**src/rtl/aes_block_sequencer.sv**
```systemverilog
// Front/back-end sequencer for an AES-128 core: packs 32-bit key and plaintext words
// into 128-bit vectors, holds them for CORE_LAT edges, then returns the ciphertext.
module aes_block_sequencer #(
  parameter int CORE_LAT = 11
) (
  input  logic         clk,
  input  logic         rst_n,
  input  logic         s_valid,
  output logic         s_ready,
  input  logic [31:0]  s_data,
  input  logic         s_is_key,
  output logic [127:0] core_in,
  output logic [127:0] core_key,
  input  logic [127:0] core_out,
  output logic         busy,
  output logic         res_valid,
  input  logic         res_ready,
  output logic [127:0] res_data,
  output logic         err_nokey
);

  localparam logic [7:0] LAT_INIT = CORE_LAT[7:0];

  typedef enum logic [1:0] {
    IDLE = 2'd0,
    RUN  = 2'd1,
    DONE = 2'd2
  } state_t;

  state_t      state;
  state_t      state_nxt;

  logic [95:0] key_sh;
  logic [95:0] data_sh;
  logic [1:0]  key_cnt;
  logic [1:0]  data_cnt;
  logic        key_ok;
  logic [7:0]  lat_cnt;

  logic        acc;
  logic        acc_key;
  logic        acc_pt;
  logic        acc_drop;
  logic        launch;
  logic        capture;
  logic        res_hs;

  // Word acceptance decode; s_ready is only ever high in IDLE.
  always_comb begin
    acc      = s_valid && s_ready;
    acc_key  = acc && s_is_key;
    acc_pt   = acc && !s_is_key && key_ok;
    acc_drop = acc && !s_is_key && !key_ok;
    launch   = acc_pt && (data_cnt == 2'd3);
    capture  = (state == RUN) && (lat_cnt == 8'd1);
    res_hs   = (state == DONE) && res_valid && res_ready;
  end

  always_comb begin
    state_nxt = state;
    case (state)
      IDLE:    if (launch)  state_nxt = RUN;
      RUN:     if (capture) state_nxt = DONE;
      DONE:    if (res_hs)  state_nxt = IDLE;
      default: state_nxt = IDLE;
    endcase
  end

  // Control state and handshake flags.
  always_ff @(posedge clk or negedge rst_n) begin
    if (!rst_n) begin
      state     <= IDLE;
      s_ready   <= 1'b0;
      busy      <= 1'b0;
      err_nokey <= 1'b0;
      res_valid <= 1'b0;
      key_cnt   <= 2'd0;
      data_cnt  <= 2'd0;
      key_ok    <= 1'b0;
      lat_cnt   <= 8'd0;
    end else begin
      state     <= state_nxt;
      s_ready   <= (state_nxt == IDLE);
      busy      <= (state_nxt != IDLE);
      err_nokey <= acc_drop;

      if (acc_key) begin
        key_cnt  <= key_cnt + 2'd1;
        data_cnt <= 2'd0;
        if (key_cnt == 2'd0) key_ok <= 1'b0;
        if (key_cnt == 2'd3) key_ok <= 1'b1;
      end else if (acc_pt) begin
        data_cnt <= data_cnt + 2'd1;
      end

      if (launch) begin
        lat_cnt <= LAT_INIT;
      end else if (state == RUN) begin
        lat_cnt <= lat_cnt - 8'd1;
      end

      if (capture) begin
        res_valid <= 1'b1;
      end else if (res_hs) begin
        res_valid <= 1'b0;
      end
    end
  end

  // Word assembly and the vectors held for the core; the shift registers keep the
  // three most recent words of each group so the fourth word completes the vector.
  always_ff @(posedge clk or negedge rst_n) begin
    if (!rst_n) begin
      key_sh   <= '0;
      data_sh  <= '0;
      core_key <= '0;
      core_in  <= '0;
      res_data <= '0;
    end else begin
      if (acc_key) begin
        key_sh <= {key_sh[63:0], s_data};
        if (key_cnt == 2'd3) core_key <= {key_sh, s_data};
      end
      if (acc_pt) begin
        data_sh <= {data_sh[63:0], s_data};
        if (data_cnt == 2'd3) core_in <= {data_sh, s_data};
      end
      if (capture) res_data <= core_out;
    end
  end

endmodule

```
**config.mk**
```make
export PLATFORM = sky130hd
export DESIGN_NAME = aes_block_sequencer
export DESIGN_NICKNAME = d
export VERILOG_FILES = /design/src/rtl/aes_block_sequencer.sv
export SDC_FILE = /design/constraint.sdc
export NUM_CORES = 1
export LEC_CHECK = 0
export BUFFER_PORTS_ARGS = -buffer_cell sky130_fd_sc_hd__buf_2
export CELL_PAD_IN_SITES_DETAIL_PLACEMENT = 1
export CELL_PAD_IN_SITES_GLOBAL_PLACEMENT = 1
export CORE_ASPECT_RATIO = 1.5
export CORE_MARGIN = 1
export CORE_UTILIZATION = 45
export CTS_CLUSTER_DIAMETER = 80
export CTS_CLUSTER_SIZE = 14
export DETAILED_ROUTE_END_ITERATION = 8
export HOLD_SLACK_MARGIN = 0.03
export PLACE_DENSITY = 0.94
export SETUP_SLACK_MARGIN = 0.5
export SLEW_MARGIN = 15
export SYNTH_ARGS = -nofsm -noshare
export SYNTH_HDL_FRONTEND = slang
export SYNTH_SLANG_ARGS = --single-unit
```
**constraint.sdc**
```tcl
create_clock -name clk -period 4.66 [get_ports clk]
set_input_delay 0.233 -clock clk [delete_from_list [all_inputs] [get_ports clk]]
set_output_delay 0.233 -clock clk [all_outputs]
set_load 0.1 [all_outputs]
```
==> impl_metrics.yaml, run 1 <==
outcome:
  outcome: "complete, no violations"
synthesis:
  synth-edff-count: 0
  avgSynthCellArea_um2: 15.1
  synth_seq_area_share_pct: 65.6
  synth_top_cell_area_share_pct: 65.6
  synthTopCellsByArea: "dfrtp_1 66%, mux2_2 19%, mux2_4 6.6%, nand2_1 4.9%, buf_12 0.97%"
  synth_top_area_cell: "dfrtp_1"
  syn_nets: 1674
  synth_commonest_cells: "595 x dfrtp_1, 373 x mux2_2, 295 x nand2_1, 100 x mux2_4, 45 x clkbuf_1"
  ys_warn_count: 0
  syn_inst: 1505
  syn-cell-area_um2: 22700
  yosysMostFrequentCell: "dfrtp_1"
  async_reset_ff_share_pct: 100
  yosys_register_bits: 595
  synth-main-ff-cell: "dfrtp_1"
  yosys.cell_types.count: 35
grt:
  antenna_found_initial: 2
  grt_max_degree: 133
  grt.total_usage_pct: 31.1
  grt.overflow.total: 0
  grt_pass1_wl_mm: 117
  grt_pass1_vias: 17665
worst_setup_path:
  worstPathRequired_ns: 5.11
  cp_num_buf_inv: 1
  crit_type: "reg -> reg"
  slowest_stage: "or4_4"
  path_cells: "or4_4, nor3_4, buf_12, mux2_1"
  end_kind: "register"
  critical-path-top-delay-family: "simple AND/OR/NAND/NOR gates"
  cpPeakStageDelay_ns: 0.59
  worstSetupStartpointType: "register"
  critPathMaxFanout: 59
  cp.arrival_ns: 2.85
cells_and_area:
  final_cell_count_no_fill: 2879
  nets: 2380
  final_util_pct: 58.2
  drive_gt1_share_pct: 49.8
  area_growth_pct: 27.5
die:
  std_cell_rows: 100
  io_pins: 553
  chipWidth_um: 185
  initial_core_util_pct: 45.7
  die_h_um: 277
  dieArea_um2: 51300
  core-area_um2: 49700
route:
  drt_iter0_markers: 701
  drt_wl_total_mm: 78.5
  dr.pass1.iters: 4
  vias: 15172
  viasPerCell: 5.27
  drtAntennaViolNets: 0
  route.detailed.drc: 0
  wire_per_inst_um: 27.3
sta:
  rsz0062_at_grt: "no"
  min_period_over_period_pct: 51.4
  setup_ws_ns: 2.27
  setup_viol: 0
  fmax_mhz: 418
  relSlewSlack_pct: 29.6
  fin_setup_tns_ns: 0
  timing.final.crit_period_ns: 2.39
  clock_skew_ns: 0.0394
  tightest_slew_ns: 1.06
  hold_viol: 0
  slew_viol_final: 0
clock_network:
  h-tree-depth: 2
  clock_tree.root_cell: "clkbuf_16"
  cts_buffers: 48
  clk_latency_ns: 0.60
  clkSlewWorstSetupHoldPaths_ns: 0.09
  clockBufferDepth: 3
  post_cts_buffers: 0
  cts_tree: "done"
  clock-sinks: 595
power_and_ir_drop:
  power.internal_uw: 9580
  peakVddDrop_v: 0.000849
  p_sw_share_pct: 46.8
  power.leakage_uw: 0.0152
  power_frac_comb_pct: 39.3
  p_seq_share_pct: 40.0
  p_clk_share_pct: 20.7
  p_switching_uw: 8410
  finalPower_uw: 18000
  power_density_nw_per_um2: 622
placed_design:
  pre_cts_slack_ns: 2.29
  place_hpwl_mm: 50.4
  numPortBuffers: 552
  dp.cells: 2660
  gp_congestion: 0.874
min_path:
  min_path_type: "in -> reg"
flow_run:
  cap_violations: 0
## through the flow
step           area [um^2]  hold WS, ns
2_1_floorplan        22700      -0.0626
3_3_place_gp         26000        0.315
3_5_place_dp         26000        0.323
4_1_cts              28900        0.223
5_1_grt              28900        0.274
6_report             28900        0.242
## layout make-up
| cell class | instances | area (um^2) |
|---|---|---|
| well taps | 663 | 830 |
| inverters | 4 | 15.0 |
| fillers | 4852 | 20700 |
| diodes | 2 | 5.00 |
| multi-input cells | 830 | 7300 |
| flip-flops and latches | 595 | 14900 |
| clock inverters | 4 | 52.6 |
| clock buffers | 49 | 1210 |
| repair buffers | 732 | 4620 |
## flip-flops by register name, indices dropped and copies added, names as in the netlist
| register | cells |
|---|---|
| core_in | 128 |
| core_key | 128 |
| res_data | 128 |
| data_sh | 96 |
| key_sh | 96 |
| lat_cnt | 8 |
| data_cnt | 2 |
| key_cnt | 2 |
| state | 2 |
| busy | 1 |
| err_nokey | 1 |
| key_ok | 1 |
| res_valid | 1 |
| s_ready | 1 |
## power by group through the flow
stage / Combinational (uW) / Clock [uW] / Sequential [uW]
floorplan: 1270 / 0 / 11200
finish: 7060 / 3730 / 7190
CTS: 7030 / 3790 / 7140
detailed placement: 6880 / 0 / 7210
global placement: 6670 / 0 / 7060
global route: 7290 / 3960 / 7320
## cells in the final DEF (no fill, tap or decap), types with 5 or more instances in the layout
cell           count
dfrtp_1          595
buf_2            551
mux2_2           373
nand2_1          294
dlygate4sd3_1    164
mux2_4           100
clkbuf_16         48
mux2_1             9
buf_4              9
o21ai_0            8
a21oi_1            7
buf_12             7
or3_1              5
## layer usage
| layer | GRT usage [%] | vias to the layer above | part of all wire (%) |
|---|---|---|---|
| li1 | - | 6453 | - |
| met1 | 34.9 | 7871 | 36 |
| met2 | 52.1 | 630 | 50 |
| met3 | 7.88 | 218 | 7.2 |
| met4 | 19.7 | 0 | 7.0 |
| met5 | 0 | - | 0 |
## worst paths after layout
check                       startpoint            end  slack [ns]  cells past startpoint
setup / recovery            lat_cnt[3]  res_data[124]        2.27                      4
hold / removal                 s_valid    data_sh[35]        0.24                      4
setup reg to reg            lat_cnt[3]  res_data[124]        2.27                      4
hold reg to reg            data_sh[78]    data_sh[78]        0.47                      2
max in group asynchronous        rst_n   core_key[56]        3.12                      3
min in group asynchronous        rst_n   res_data[85]        0.28                      2
## worst reg2reg max path, stage by stage (launching register included)
cell and delay [ns]:
dfrtp_1 0.43, or4_4 0.59, nor3_4 0.38, buf_12 0.41, mux2_1 0.46
## cell families (layout without fill, tap and decap cells)
group	count (synthesis)	count (layout)	synth area share, %
simple gates	323	323	5.76
mux	482	482	25.6
fa+ha+maj	4	4	0.221
xor+xnor	2	2	0.0772
other cells	0	2	0
flops	595	595	65.6
buf+inv	80	789	2.28
compound gates	19	19	0.463
## timing repair
action,in CTS,in global routing
endpoints found under the hold margin,340,0
hold buffers,164,0
resized for setup,0,0
Note: power is estimated with default switching activity, not from simulation.
==> run 2: changes to the inputs <==
--- a/config.mk
+++ b/config.mk
@@ -10,12 +10,12 @@
 export CELL_PAD_IN_SITES_GLOBAL_PLACEMENT = 1
 export CORE_ASPECT_RATIO = 1.5
 export CORE_MARGIN = 1
-export CORE_UTILIZATION = 45
+export CORE_UTILIZATION = 39
 export CTS_CLUSTER_DIAMETER = 80
 export CTS_CLUSTER_SIZE = 14
 export DETAILED_ROUTE_END_ITERATION = 8
 export HOLD_SLACK_MARGIN = 0.03
-export PLACE_DENSITY = 0.94
+export PLACE_DENSITY = 0.88
 export SETUP_SLACK_MARGIN = 0.5
 export SLEW_MARGIN = 15
 export SYNTH_ARGS = -nofsm -noshare
==> constraint.sdc (replaced) <==
create_clock -name clk -period 2 [get_ports clk]
set_input_delay 0.1 -clock clk [delete_from_list [all_inputs] [get_ports clk]]
set_output_delay 0.1 -clock clk [all_outputs]
set_load 0.1 [all_outputs]
==> run 2 against run 1 <==
Against the previous run: the flow now finishes with violations (negative setup slack); via count increased by 11%; clock skew decreased by 0.019 ns; largest power group is now combinational logic; count of clock-buffer cells in the layout rose by 1; first-iteration DRC count grew 14%; design area grew 16%; sequential power grew 140%; global-route usage decreased by 4.9 points; clock power increased by 140%; combinational power rose to 2.7 times the previous value; die area increased by 15%; register-to-register slack worse by 2.4 ns; hold slack worse by 0.11 ns.
==> impl_metrics.yaml, run 2 (synthesized netlist as in run 1, its figures left out) <==
route:
  drt_wl_total_mm: 96.4
  route.detailed.drc: 0
  viasPerCell: 5.37
  wire_per_inst_um: 30.7
  drtAntennaViolNets: 0
  dr.pass1.iters: 5
  vias: 16853
  drt_iter0_markers: 799
outcome:
  outcome: "complete, but fails checks"
  violations: "negative setup slack"
sta:
  setup_viol: 128
  hold_viol: 0
  relSlewSlack_pct: 59.7
  rsz0062_at_grt: "yes"
  min_period_over_period_pct: 108
  hold_slack_ns: 0.128
  clock_skew_ns: 0.0205
  tightest_slew_ns: 0.609
  setup_ws_ns: -0.169
  fmax_mhz: 461
  slew_viol_final: 0
  timing.final.crit_period_ns: 2.17
power_and_ir_drop:
  power.internal_uw: 24200
  p_sw_share_pct: 46.3
  p_clk_share_pct: 19.9
  power.leakage_uw: 0.0179
  peakVddDrop_v: 0.00216
  p_switching_uw: 20900
  power_frac_comb_pct: 42.2
  power_density_nw_per_um2: 1350
  p_seq_share_pct: 37.9
  finalPower_uw: 45200
worst_setup_path:
  worstSetupStartpointType: "register"
  crit_type: "reg -> reg"
  worstPathRequired_ns: 2.47
  critical-path-top-delay-family: "simple AND/OR/NAND/NOR gates"
  cp.arrival_ns: 2.63
  end_kind: "register"
  critPathMaxFanout: 11
  path_cells: "or4_4, nor3_4, buf_12, buf_12, buf_12, mux2_2"
  cpPeakStageDelay_ns: 0.58
  crit_top_cell: "buf_12"
  cp_num_buf_inv: 3
  slowest_stage: "or4_4"
clock_network:
  cts_tree: "done"
  clock_tree.root_cell: "clkbuf_16"
  cts_buffers: 48
  clk_latency_ns: 0.60
  clkSlewWorstSetupHoldPaths_ns: 0.07
  h-tree-depth: 2
  clock-sinks: 595
  clockBufferDepth: 3
cells_and_area:
  layout_common_cells: "594 x dfrtp_1, 552 x buf_2, 430 x mux2_4, 269 x nand2_1, 164 x dlygate4sd3_1"
  nets: 2538
  largestRegisters: "core_in: 128 flops, core_key: 128 flops, res_data: 128 flops"
  fill_cells: 5391
  drive_gt1_share_pct: 55.0
  area_growth_pct: 47.3
  final_common_cell: "dfrtp_1"
  final_util_pct: 58.5
  final_cell_count_no_fill: 3140
grt:
  grt_max_degree: 91
  grt.overflow.total: 0
  grt_pass1_wl_mm: 116
  grt.total_usage_pct: 26.2
  grt_pass1_vias: 17929
  antenna_found_initial: 4
placed_design:
  place_hpwl_mm: 45.6
  gp_congestion: 0.841
  numPortBuffers: 552
  pre_cts_slack_ns: -0.0922
  dp.cells: 2803
die:
  core-area_um2: 57200
  io_pins: 553
  die_h_um: 297
  initial_core_util_pct: 39.7
  chipWidth_um: 199
  dieArea_um2: 59200
  std_cell_rows: 107
flow_run:
  cap_violations: 0
min_path:
  min_path_type: "in -> async"
==> run 2: changes by cell type in the layout (fill, tap and decap cells not counted), sizes merged <==
cell,change
buf,+115
bufinv,+1
clkbuf,+42
clkinvlp,-1
diode,+2
nand3,+2
==> run 2: per-layer routing <==
metal / vias to the layer above / GRT usage [%] / share of wire (%)
li1: 6812 / - / -
met1: 8790 / 28.5 / 35
met2: 888 / 46.2 / 51
met3: 363 / 4.75 / 5.6
met4: 0 / 16.6 / 8.0
met5: - / 0 / 0
==> run 2: final timing paths <==
path	start	to	depth (start not counted)	slack (ns)
max in group asynchronous	rst_n	res_data[10]	3	0.81
setup reg to reg	lat_cnt[6]	res_data[9]	6	-0.17
setup / recovery	lat_cnt[6]	res_data[9]	6	-0.17
hold / removal	rst_n	core_in[16]	2	0.13
hold reg to reg	data_sh[94]	data_sh[94]	2	0.48
min in group clk	s_valid	key_sh[69]	4	0.18
==> run 2: power groups by stage <==
stage / Sequential, uW / Combinational (uW) / Clock [uW]
CTS: 16600 / 16900 / 8920
finish: 17100 / 19100 / 8970
global placement: 16500 / 16000 / 0
global route: 17300 / 19600 / 9460
detailed placement: 16800 / 16400 / 0
floorplan: 26100 / 3460 / 0
==> run 2: cell type report <==
cell class              instances  area [um^2]  share of cell area, %
clock buffers                  50         1230                   3.68
diodes                          4         10.0                 0.0300
inverters                       4         15.0                 0.0449
multi-input cells             832         8790                   26.3
flip-flops and latches        595        14900                   44.6
well taps                     763          955                   2.86
repair buffers                888         7470                   22.4
clock inverters                 4         52.6                  0.157
==> run 2: worst reg2reg max path: cells and delay by family, from the launching register on <==
| family | cells | cell delay, ns |
|---|---|---|
| multiplexers | 1 | 0.37 |
| flip-flops | 1 | 0.40 |
| buffers and inverters | 3 | 0.45 |
| AND/OR/NAND/NOR | 2 | 0.83 |
==> run 2: stage by stage <==
step	setup TNS [ns]	cell area, um^2
after CTS	-5.81	30500
final	-15.36	33400
after detailed placement	-3.65	27100
after floorplan	0	23700
after global routing	-18.52	33400
after global placement	-0.320	27100
==> run 2: timing repair <==
| action | 4_1_cts | 5_1_grt |
|---|---|---|
| hold buffers | 163 | 1 |
| pin swaps | 1 | 21 |
| endpoints found under the hold margin | 751 | 1 |
| setup buffers | 14 | 35 |
| gates cloned | 7 | 59 |
| setup endpoints to repair | 817 | 971 |
| gates resized for setup | 43 | 335 |
